`config.mk`:
```
export PLATFORM = sky130hd
export DESIGN_NAME = led_decoder_seq_flat
export DESIGN_NICKNAME = d
export VERILOG_FILES = /design/src/rtl/led_decoder_seq_pkg.sv /design/src/rtl/led_decoder_seq_if.sv /design/src/rtl/led_decoder_seq_tick_div.sv /design/src/rtl/led_decoder_seq.sv /design/src/flat_wrapper.sv
export SDC_FILE = /design/constraint.sdc
export NUM_CORES = 1
export LEC_CHECK = 0
export CAP_MARGIN = 15
export CORE_ASPECT_RATIO = 0.5
export CORE_MARGIN = 10
export CORE_UTILIZATION = 35
export CTS_CLUSTER_SIZE = 25
export DETAILED_ROUTE_END_ITERATION = 6
export SLEW_MARGIN = 15
export SYNTH_ARGS = -nofsm -noshare
export SYNTH_HDL_FRONTEND = slang
export SYNTH_SLANG_ARGS = --single-unit
```
`constraint.sdc`:
```
create_clock -name clk -period 4.3 [get_ports clk]
set_input_delay 0.43 -clock clk [delete_from_list [all_inputs] [get_ports clk]]
set_output_delay 0.43 -clock clk [all_outputs]
set_load 0.005 [all_outputs]
```
`src/rtl/led_decoder_seq_pkg.sv`:
```
// led_pkg: constants shared by the LED sequencer slice.
//   mode_e : display mode encoding (static, chase, bounce, blink)
//   DIR_UP / DIR_DN : bounce sweep direction
package led_pkg;

  typedef enum logic [1:0] {
    MODE_STATIC = 2'b00,
    MODE_CHASE  = 2'b01,
    MODE_BOUNCE = 2'b10,
    MODE_BLINK  = 2'b11
  } mode_e;

  localparam logic DIR_UP = 1'b0;
  localparam logic DIR_DN = 1'b1;

endpackage

```
`src/rtl/led_decoder_seq_if.sv`:
```
// led_decoder_seq_if: control/status bundle of the LED sequencer.
//   en, mode, sel, div : driven by the controller (master)
//   led, pos, tick     : driven by the sequencer (slave)
interface led_decoder_seq_if #(
  parameter int SEL_W = 3,
  parameter int N_LED = 8,
  parameter int DIV_W = 24
);

  logic             en;
  logic [1:0]       mode;
  logic [SEL_W-1:0] sel;
  logic [DIV_W-1:0] div;
  logic [N_LED-1:0] led;
  logic [SEL_W-1:0] pos;
  logic             tick;

  modport master (
    output en, mode, sel, div,
    input  led, pos, tick
  );

  modport slave (
    input  en, mode, sel, div,
    output led, pos, tick
  );

endinterface

```
`src/rtl/led_decoder_seq_tick_div.sv`:
```
// tick_div: programmable tick divider.
//   clk, rst : clock and synchronous active-high reset
//   en       : count enable; 0 holds the counter and blocks tick
//   clr      : restart the period (counter to 0, tick blocked)
//   div      : period minus 1 in clk cycles
//   tick     : combinational strobe, high while the period completes
module tick_div #(
  parameter int DIV_W = 24
) (
  input  logic             clk,
  input  logic             rst,
  input  logic             en,
  input  logic             clr,
  input  logic [DIV_W-1:0] div,
  output logic             tick
);

  logic [DIV_W-1:0] cnt_r;
  logic             hit_s;

  assign hit_s = (cnt_r == div);
  // clr and rst both veto the strobe so a restart never also advances a pattern.
  assign tick  = en && hit_s && !clr && !rst;

  // Period counter; a div lowered below cnt simply counts up and wraps.
  always_ff @(posedge clk) begin
    if (rst) begin
      cnt_r <= '0;
    end else if (clr) begin
      cnt_r <= '0;
    end else if (en) begin
      if (hit_s) begin
        cnt_r <= '0;
      end else begin
        cnt_r <= cnt_r + DIV_W'(1);
      end
    end else begin
      cnt_r <= cnt_r;
    end
  end

endmodule

```
`src/rtl/led_decoder_seq.sv`:
```
// led_decoder_seq: binary select to registered one-hot LED vector with
// timed chase, bounce and blink modes.
//   clk, rst : clock and synchronous active-high reset
//   bus      : slave side of led_decoder_seq_if
//              in : en (tick enable), mode, sel (LED index), div (period-1)
//              out: led (registered), pos (lit index), tick (divider strobe)
module led_decoder_seq
  import led_pkg::*;
#(
  parameter int SEL_W = 3,
  parameter int N_LED = 8,
  parameter int DIV_W = 24
) (
  input  logic                clk,
  input  logic                rst,
  led_decoder_seq_if.slave    bus
);

  localparam logic [SEL_W-1:0] LAST_POS = SEL_W'(N_LED - 1);
  localparam logic [SEL_W-1:0] PREV_POS = SEL_W'(N_LED - 2);
  localparam logic [SEL_W:0]   N_LED_W  = (SEL_W + 1)'(N_LED);

  // Indices at or above N_LED decode to an all-dark vector.
  function automatic logic [N_LED-1:0] onehot(input logic [SEL_W-1:0] idx);
    logic [N_LED-1:0] vec;
    vec = '0;
    for (int i = 0; i < N_LED; i++) begin
      if (idx == SEL_W'(i)) begin
        vec[i] = 1'b1;
      end else begin
        vec[i] = 1'b0;
      end
    end
    return vec;
  endfunction

  mode_e            mode_q_r;
  logic [SEL_W-1:0] pos_r;
  logic             dir_r;
  logic             phase_r;
  logic [N_LED-1:0] led_r;

  logic             mode_chg_s;
  logic             tick_s;
  logic             dir_base_s;
  logic             phase_base_s;
  logic             pos_oor_s;
  logic [SEL_W-1:0] pos_n_s;
  logic             dir_n_s;
  logic             phase_n_s;
  logic [N_LED-1:0] led_n_s;

  assign mode_chg_s = (bus.mode != mode_q_r);
  // Widened compare so the check stays meaningful when N_LED == 2**SEL_W.
  assign pos_oor_s  = ({1'b0, pos_r} >= N_LED_W);

  tick_div #(
    .DIV_W (DIV_W)
  ) u_tick_div (
    .clk  (clk),
    .rst  (rst),
    .en   (bus.en),
    .clr  (mode_chg_s),
    .div  (bus.div),
    .tick (tick_s)
  );

  // Next-state pattern logic; a mode change restarts dir/phase but keeps pos.
  always_comb begin
    dir_base_s   = mode_chg_s ? DIR_UP : dir_r;
    phase_base_s = mode_chg_s ? 1'b1 : phase_r;
    pos_n_s      = pos_r;
    dir_n_s      = dir_base_s;
    phase_n_s    = phase_base_s;
    led_n_s      = led_r;
    case (bus.mode)
      MODE_STATIC: begin
        pos_n_s = bus.sel;
        led_n_s = onehot(bus.sel);
      end
      MODE_CHASE: begin
        if (tick_s) begin
          pos_n_s = (pos_r == LAST_POS) ? '0 : pos_r + SEL_W'(1);
        end else begin
          pos_n_s = pos_r;
        end
        led_n_s = onehot(pos_n_s);
      end
      MODE_BOUNCE: begin
        if (!tick_s) begin
          pos_n_s = pos_r;
        end else if (pos_oor_s) begin
          pos_n_s = '0;
        end else if (dir_r == DIR_UP) begin
          if (pos_r == LAST_POS) begin
            dir_n_s = DIR_DN;
            pos_n_s = PREV_POS;
          end else begin
            pos_n_s = pos_r + SEL_W'(1);
          end
        end else begin
          if (pos_r == '0) begin
            dir_n_s = DIR_UP;
            pos_n_s = SEL_W'(1);
          end else begin
            pos_n_s = pos_r - SEL_W'(1);
          end
        end
        led_n_s = onehot(pos_n_s);
      end
      MODE_BLINK: begin
        pos_n_s = bus.sel;
        if (tick_s) begin
          phase_n_s = ~phase_r;
        end else begin
          phase_n_s = phase_base_s;
        end
        led_n_s = phase_n_s ? onehot(bus.sel) : '0;
      end
      default: begin
        pos_n_s = bus.sel;
        led_n_s = onehot(bus.sel);
      end
    endcase
  end

  // State and output registers.
  always_ff @(posedge clk) begin
    if (rst) begin
      mode_q_r <= MODE_STATIC;
      pos_r    <= '0;
      dir_r    <= DIR_UP;
      phase_r  <= 1'b1;
      led_r    <= '0;
    end else begin
      mode_q_r <= mode_e'(bus.mode);
      pos_r    <= pos_n_s;
      dir_r    <= dir_n_s;
      phase_r  <= phase_n_s;
      led_r    <= led_n_s;
    end
  end

  assign bus.led  = led_r;
  assign bus.pos  = pos_r;
  assign bus.tick = tick_s;

endmodule

```
`src/flat_wrapper.sv`:
```
// flat-port wrapper written by rule: the top's interface ports become plain ports
module led_decoder_seq_flat import led_pkg::*;
#(
  parameter int SEL_W = 3,
  parameter int N_LED = 8,
  parameter int DIV_W = 24
)
  (clk, rst, bus_en, bus_mode, bus_sel, bus_div, bus_led, bus_pos, bus_tick);
  led_decoder_seq_if #(.SEL_W(SEL_W), .N_LED(N_LED), .DIV_W(DIV_W)) bus_i ();
  input  logic clk;
  input  logic rst;
  input wire logic [$bits(bus_i.en)-1:0] bus_en;
  input wire logic [$bits(bus_i.mode)-1:0] bus_mode;
  input wire logic [$bits(bus_i.sel)-1:0] bus_sel;
  input wire logic [$bits(bus_i.div)-1:0] bus_div;
  output wire logic [$bits(bus_i.led)-1:0] bus_led;
  output wire logic [$bits(bus_i.pos)-1:0] bus_pos;
  output wire logic [$bits(bus_i.tick)-1:0] bus_tick;
  assign bus_i.en = bus_en;
  assign bus_i.mode = bus_mode;
  assign bus_i.sel = bus_sel;
  assign bus_i.div = bus_div;
  assign bus_led = bus_i.led;
  assign bus_pos = bus_i.pos;
  assign bus_tick = bus_i.tick;
  led_decoder_seq #(.SEL_W(SEL_W), .N_LED(N_LED), .DIV_W(DIV_W)) u_core (.clk(clk), .rst(rst), .bus(bus_i));
endmodule
```
; ---- Yosys cells after proc, flatten, opt, wreduce, memory -nomap -nowiden
; Cells that the tools add are included.
[totals]
ff_bits = 39
in_bits = 32
out_inout_bits = 12
[classes]
eq_ne = 27
bitwise_logic = 1
reduce_logical = 12
muxes = 46
n_addsub = 3
[op_table]
columns = cell, count
row1 = "equality test 3 bit, second input constant", 13
row2 = 2-to-1 mux 1 bit, 34
row3 = case mux 8 bit (4 select lines), 1
row4 = "adder 24 x 1 -> 24 bit, second input constant", 1
row5 = equality test 24 bit, 1
row6 = 2-to-1 mux 24 bit, 1
row7 = 2-to-1 mux 3 bit, 8
row8 = "equality test 3 x 2 -> 1 bit, second input constant", 6
row9 = zero test 3 bit, 4
row10 = "equality test 3 x 1 -> 1 bit, second input constant", 3
row11 = case mux 3 bit (3 select lines), 1
row12 = 2-to-1 mux 8 bit, 1
row13 = "equality test 2 bit, second input constant", 2
row14 = OR reduction 2 bit, 2
row15 = "adder 3 x 1 -> 3 bit, second input constant", 1
row16 = logical AND 1 bit, 3
row17 = "subtractor 3 x 1 -> 3 bit, second input constant", 1
row18 = "equality test 2 x 1 -> 1 bit, second input constant", 1
row19 = zero test 1 bit, 2
row20 = zero test 2 bit, 1
row21 = inequality test 2 bit, 1
row22 = inverter 1 bit, 1

; ---- Logic depth before layout (Yosys ltp)
; Gate-level depths: netlist (run 1).
[depth]
ltp_word = 9
depth_mapped = 10
depth_no_buf = 10

; ---- Hierarchy
; A second synthesis (run 1) with hierarchy kept.
[unflattened]
cells_unflattened = 275
hier_area_um2 = 2423.6
[modules_own_cells]
columns = module, seq_area_each_um2, instances, area_per_inst_um2, cells_each
row1 = tick_div, 480.5, 1, 1342.5, 149
row2 = led_decoder_seq, 300.3, 1, 1081.0, 126

; ---- Worst setup path after synthesis (run 1)
; Ideal clock, no wire load.
[synth_path]
path_kind = input -> register
startpoint = input port rst
endpoint = register u_core.led_r[0], in the netlist u_core.bus.led[0]
required_time_ps = 4181
setup_time_ps = 119
arrival_time_ps = 2190
path_stages = 8
slack_ps = 1990
path_cell_list = buf_2 -> or3_4 -> nor4_4 -> and2_1 -> buf_6 -> mux2_2 -> a32oi_1 -> o2bb2ai_1
[synth_between]
elab_chain_cells = 7
[synth_lines]
columns = element, line
row1 = "start, declared", flat_wrapper.sv:11  ; input logic rst;
row2 = zero test 1 bit, led_decoder_seq_tick_div.sv:23  ; assign tick = en && hit_s && !clr && !rst;
row3 = logical AND 1 bit, led_decoder_seq_tick_div.sv:23
row4 = 2-to-1 mux 3 bit (on tied branches), "led_decoder_seq.sv:90, led_decoder_seq.sv:82"
row5 = 2-to-1 mux 3 bit, led_decoder_seq.sv:76  ; case (bus.mode)
row6 = zero test 3 bit, led_decoder_seq.sv:28  ; if (idx == SEL_W'(i)) begin
row7 = 2-to-1 mux 1 bit, led_decoder_seq.sv:28
row8 = case mux 8 bit (4 select lines), led_decoder_seq.sv:76
row9 = "end signal, assigned", led_decoder_seq.sv:140  ; led_r <= led_n_s;
row10 = "end, declared", led_decoder_seq.sv:41  ; logic [N_LED-1:0] led_r;
; Several ways; a longest one is shown, not always the timed one. The select of a mux whose other input is x is not followed.
; A chain may end at the register's enable or synchronous reset.

; ---- Worst setup path after layout (run 1)
[layout_path]
startpoint = input port bus_mode[1]
endpoint = output port bus_tick
[layout_between]
elab_chain_cells = 4
[layout_lines]
columns = element, line
row1 = "start, declared", flat_wrapper.sv:13  ; input wire logic [$bits(bus_i.mode)-1:0] bus_mode;
row2 = inequality test 2 bit, led_decoder_seq.sv:53  ; assign mode_chg_s = (bus.mode != mode_q_r);
row3 = zero test 1 bit, led_decoder_seq_tick_div.sv:23
row4 = logical AND 1 bit (2 in a row), led_decoder_seq_tick_div.sv:23
row5 = "end, declared", flat_wrapper.sv:18  ; output wire logic [$bits(bus_i.tick)-1:0] bus_tick;
; No other way between the ends.

==> results.json, run 1 <==
{
  "wl_um": 5911,
  "avgSynthCellArea_um2": 8.583,
  "route.detailed.drc": 0,
  "utilization_pct": 45.86,
  "worst_pin_slew_ns": 0.7987,
  "cts_resized": 0,
  "ir_worst_vdd_mv": 0.2233,
  "grt_pass1_vias": 2057,
  "die_w_um": 138.4,
  "cts_setup_buffers": 0,
  "synth_edf_count": 0,
  "ys_seq_elements": 39,
  "setup-violations-final": 0,
  "final.period_utilization_pct": 70.97,
  "seqCellArea_um2": 780.7,
  "drt_iter0_markers": 130,
  "setup.worst_path.class": "in2out",
  "yosysWarnings": 0,
  "p_per_area_nw_per_um2": 292.3,
  "clock_sinks": 39,
  "clkTransAtPathRegs_ns": 0.06,
  "ioPinCount": 44,
  "port_buffers": 43,
  "syn2layout_area_growth_pct": 26.15,
  "maxSlewViolCount": 0,
  "status": "finished, final reports clean",
  "nets": 369,
  "fin_skew_ns": 0.002636,
  "rows": 21,
  "routed_via_density": 5.017,
  "rsz0062_at_grt": "false",
  "ant_nets": 0,
  "crit_path_max_fanout": 6,
  "cts_max_level": 2,
  "final_cell_mix": "clkdlybuf4s50_1 (43), nor2_1 (42), dfxtp_1 (39)",
  "numCtsBuffers": 5,
  "final_common_cell": "clkdlybuf4s50_1",
  "maxCapViolations": 0,
  "fp.coreArea_um2": 6753,
  "antenna_found_initial": 0,
  "ys_seq_area_share_pct": 31.80,
  "ys_async_sr_fraction_pct": 0,
  "drive_above_1_share_pct": 9.480,
  "synth_ff_type": "dfxtp_1",
  "multi_input_area_um2": 1550,
  "diodes": 0,
  "hold_viol_final": 0,
  "endpoint_kind": "primary output",
  "max_freq_mhz": 327.7,
  "worstPathArrival_ns": 2.62,
  "gp_congestion": 0.8343,
  "start_util_pct": 36.35,
  "vias": 2102,
  "synth_nets": 329,
  "worst_hold_slack_ns": 0.5221,
  "cts_tree": "yes",
  "min_path_type": "reg2reg",
  "hold_buffers": 0,
  "grt_overflow_total": 0,
  "cts_root_buffer": "clkbuf_16",
  "place_hpwl_um": 4678,
  "track_usage_pct": 10.82,
  "grt_start_max_net_pins": 25,
  "clkLatencyLatePin_ns": 0.28,
  "max-slew-margin-rel_pct": 46.26,
  "syn_area_um2": 2455,
  "yosysUniqueCellTypes": 47,
  "fin_setup_tns_ns": 0,
  "synthCells": 286,
  "fillers": 655,
  "worstPathRequired_ns": 3.87,
  "die_area_um2": 10970,
  "startpoint_type": "input port",
  "cts_buffer_depth": 2,
  "die_h_um": 79.22,
  "avgRoutedWirePerCell_um": 14.11,
  "grt_pass1_wl_um": 10120,
  "dr.pass1.iters": 4,
  "leakage_nw": 1.084,
  "final.min_clock_period_ns": 3.052
}
## cell families (layout without fill, tap and decap cells)
kind of cell	Yosys count	after routing	synth area share, %
AND/OR/NAND/NOR	114	114	24.82
XOR/XNOR	46	46	16.72
AO/OA/AOI/OAI	45	45	13.40
flip-flops	39	39	31.80
buffers and inverters	25	66	5.046
adder cells (fa/ha/maj)	11	11	5.606
multiplexers	6	6	2.599
## metal layers
| layer | track usage [%] | up-vias | wire length, um |
|---|---|---|---|
| met2 | 18.89 | 33 | 2899 |
| met1 | 13.05 | 990 | 2819 |
| met3 | 2.316 | 4 | 145 |
| met5 | 0 | - | 0 |
| met4 | 3.661 | 0 | 47 |
| li1 | - | 1075 | - |
## state kept, by name (all words and copies together), names as in the netlist
name and cells:
u_core.dir_r 1, u_core.bus.led 8, u_core.bus.pos 3, u_core.u_tick_div.cnt_r 24, u_core.mode_q_r 2, u_core.phase_r 1
## final cells by class
class | count | area share [%]
multi-input cells | 222 | 50.06
flip-flops and latches | 39 | 25.21
repair buffers | 44 | 14.14
clock buffers | 7 | 4.929
well taps | 92 | 3.717
inverters | 14 | 1.697
clock inverters | 1 | 0.2424
## synthesized netlist by cell type, types with 3 or more instances
cell / n / area share [%]
nor2_1: 42 / 6.4
xnor2_1: 26 / 9.3
nand3_1: 14 / 2.9
a211oi_1: 3 / 0.92
and2_1: 3 / 0.76
or3_1: 3 / 0.76
nand4_1: 14 / 3.6
a21oi_1: 14 / 2.9
xor2_1: 19 / 6.8
mux2i_1: 3 / 1.2
a32oi_1: 6 / 2.1
nand2_1: 13 / 2.0
ha_1: 11 / 5.6
clkbuf_1: 5 / 0.76
a21o_2: 3 / 1.1
nor3_1: 4 / 0.82
dfxtp_1: 39 / 32
mux2_2: 3 / 1.4
buf_2: 3 / 0.61
o21ai_0: 6 / 1.2
and3_1: 6 / 1.5
inv_1: 14 / 2.1
## final timing paths
| path | startpoint | end | slack (ns) | cells past startpoint |
|---|---|---|---|---|
| min | u_core.u_tick_div.cnt_r[17] | u_core.u_tick_div.cnt_r[17] | 0.52 | 2 |
| min reg2reg | u_core.u_tick_div.cnt_r[17] | u_core.u_tick_div.cnt_r[17] | 0.52 | 2 |
| max | bus_mode[1] | bus_tick | 1.25 | 6 |
| max reg2reg | u_core.mode_q_r[1] | u_core.bus.led[0] | 1.65 | 7 |
## where the power goes
| group | leakage (nW) | internal (mW) | switching, mW |
|---|---|---|---|
| sequential | 0.316 | 0.368 | 0.00507 |
| clock | 0.0761 | 0.247 | 0.146 |
| combinational | 0.692 | 0.0715 | 0.0680 |
## worst max-delay path: stages
cell             delay (ns)
clkdlybuf4s50_1        0.49
xor2_1                 0.20
or3_4                  0.40
nor4_4                 0.40
and2_2                 0.21
clkdlybuf4s50_1        0.50
## stage by stage
stage / std cells / power [mW] / cell area, um2 / setup WS, ns
after floorplan: 286 / 0.4582 / 2455 / 1.990
after global placement: 411 / 0.5191 / 2937 / 1.109
after detailed placement: 411 / 0.5203 / 2937 / 1.036
after CTS: 419 / 0.9125 / 3097 / 1.244
after global routing: 419 / 0.9432 / 3097 / 1.106
final: 419 / 0.9053 / 3097 / 1.248
Note: power is estimated with default switching activity, not from simulation.
==> inputs of run 2 (changes only) <==
Clock period 4.3 ns to 3.18 ns, I/O delays scaled along.
==> run 2 against run 1 <==
Sequential power up 35%. Wire length up 4.5%. Core utilization up 0.57 points. Critical path depth unchanged. Sequential cell count unchanged. Register-to-register slack worse by 0.84 ns. Cell count up 0.95%. Design area up 1.3%. Via count up 2.7%. First-iteration DRC count up 12%. Count of clock-buffer cells in the layout down 2. Critical path type unchanged. Critical endpoint unchanged.
==> results.json, run 2 (synthesis results as in run 1) <==
{
  "largest_register_ffs": 24,
  "grt_start_max_net_pins": 25,
  "fin_skew_ns": 0.004851,
  "max_freq_mhz": 351.2,
  "multi_input_area_um2": 1550,
  "die_w_um": 138.4,
  "grt_pass1_wl_um": 10470,
  "max-slew-margin-rel_pct": 68.07,
  "fillers": 650,
  "fin_setup_tns_ns": 0,
  "final.period_utilization_pct": 89.55,
  "setup.worst_path.class": "in2out",
  "cts_root_buffer": "clkbuf_16",
  "clkTransAtPathRegs_ns": 0.06,
  "start_util_pct": 36.35,
  "worstPathArrival_ns": 2.53,
  "seqCellArea_um2": 780.7,
  "worstPathRequired_ns": 2.86,
  "diodes": 0,
  "final.min_clock_period_ns": 2.848,
  "syn2layout_area_growth_pct": 27.73,
  "dp_slack_ns": 0.3252,
  "cts_resized": 0,
  "final_cell_mix": "clkdlybuf4s50_1 (43), nor2_1 (42), dfxtp_1 (39)",
  "cts_setup_buffers": 0,
  "port_buffers": 43,
  "die_h_um": 79.22,
  "dr.pass1.iters": 4,
  "endpoint_kind": "primary output",
  "cts_buffer_depth": 2,
  "leakage_nw": 1.113,
  "fp.coreArea_um2": 6753,
  "track_usage_pct": 11.25,
  "gp_congestion": 0.8382,
  "routed_via_density": 5.104,
  "wl_um": 6176,
  "nets": 373,
  "route.detailed.drc": 0,
  "setup-violations-final": 0,
  "cts_tree": "yes",
  "maxSlewViolCount": 0,
  "avgRoutedWirePerCell_um": 14.60,
  "crit_path_max_fanout": 6,
  "clkLatencyLatePin_ns": 0.28,
  "ioPinCount": 44,
  "clock_sinks": 39,
  "numCtsBuffers": 5,
  "rsz0062_at_grt": "false",
  "cts_max_level": 2,
  "maxCapViolations": 0,
  "min_path_type": "reg2reg",
  "die_area_um2": 10970,
  "antenna_found_initial": 0,
  "worst_pin_slew_ns": 0.4739,
  "worst_hold_slack_ns": 0.5230,
  "drt_iter0_markers": 146,
  "grt_overflow_total": 0,
  "place_hpwl_um": 4884,
  "vias": 2159,
  "status": "finished, final reports clean",
  "rows": 21,
  "drive_above_1_share_pct": 10.57,
  "ir_worst_vdd_mv": 0.1938,
  "largest-register": "u_core.u_tick_div.cnt_r",
  "ant_nets": 0,
  "finalPower_mw": 1.264,
  "hold_viol_final": 0,
  "hold_buffers": 0,
  "startpoint_type": "input port",
  "final.setup.worst_slack_ns": 0.3323,
  "final_common_cell": "clkdlybuf4s50_1",
  "p_per_area_nw_per_um2": 403.0,
  "grt_pass1_vias": 2098
}
## run 2: area by class of cell
cell class / instances / share of cell area (%)
Multi-Input combinational cell: 222 / 49.44
Tap cell: 92 / 3.671
Timing Repair Buffer: 48 / 14.92
Clock buffer: 5 / 3.990
Sequential cell: 39 / 24.90
Inverter: 14 / 1.676
Clock inverter: 3 / 1.397
## run 2: critical path, stage by stage
cell and delay (ns):
clkdlybuf4s50_1 0.50, xor2_1 0.20, or3_4 0.40, nor4_4 0.41, and2_2 0.20, clkdlybuf4s50_1 0.51
## run 2: metrics by stage
stage / instances / area, um2 / util, %
floorplan: 286 / 2455 / -
global placement: 415 / 2967 / 43.93
detailed placement: 415 / 2967 / 43.93
CTS: 423 / 3136 / 46.43
global route: 423 / 3136 / 46.43
finish: 423 / 3136 / 46.43
## run 2: path summary, 6_finish.rpt
| kind | startpoint | end | depth (start not counted) | slack (ns) |
|---|---|---|---|---|
| worst max-delay path | bus_mode[1] | bus_tick | 6 | 0.33 |
| worst min-delay path | u_core.u_tick_div.cnt_r[17] | u_core.u_tick_div.cnt_r[17] | 2 | 0.52 |
| worst max register to register | u_core.bus.pos[0] | u_core.bus.led[1] | 9 | 0.81 |
| worst min register to register | u_core.u_tick_div.cnt_r[17] | u_core.u_tick_div.cnt_r[17] | 2 | 0.52 |
## run 2: per-layer routing
layer | up-vias | global-route usage, % | part of all wire (%)
li1 | 1086 | - | -
met1 | 1024 | 13.67 | 46
met2 | 47 | 18.99 | 50
met3 | 2 | 2.435 | 3.8
met4 | 0 | 4.916 | 0.76
met5 | - | 0 | 0
## run 2: power breakdown
| part | switching [mW] | total (mW) | internal (mW) |
|---|---|---|---|
| Clock | 0.200 | 0.569 | 0.370 |
| Sequential | 0.00724 | 0.504 | 0.497 |
| Combinational | 0.0924 | 0.190 | 0.0975 |
| Total | 0.299 | 1.26 | 0.964 |
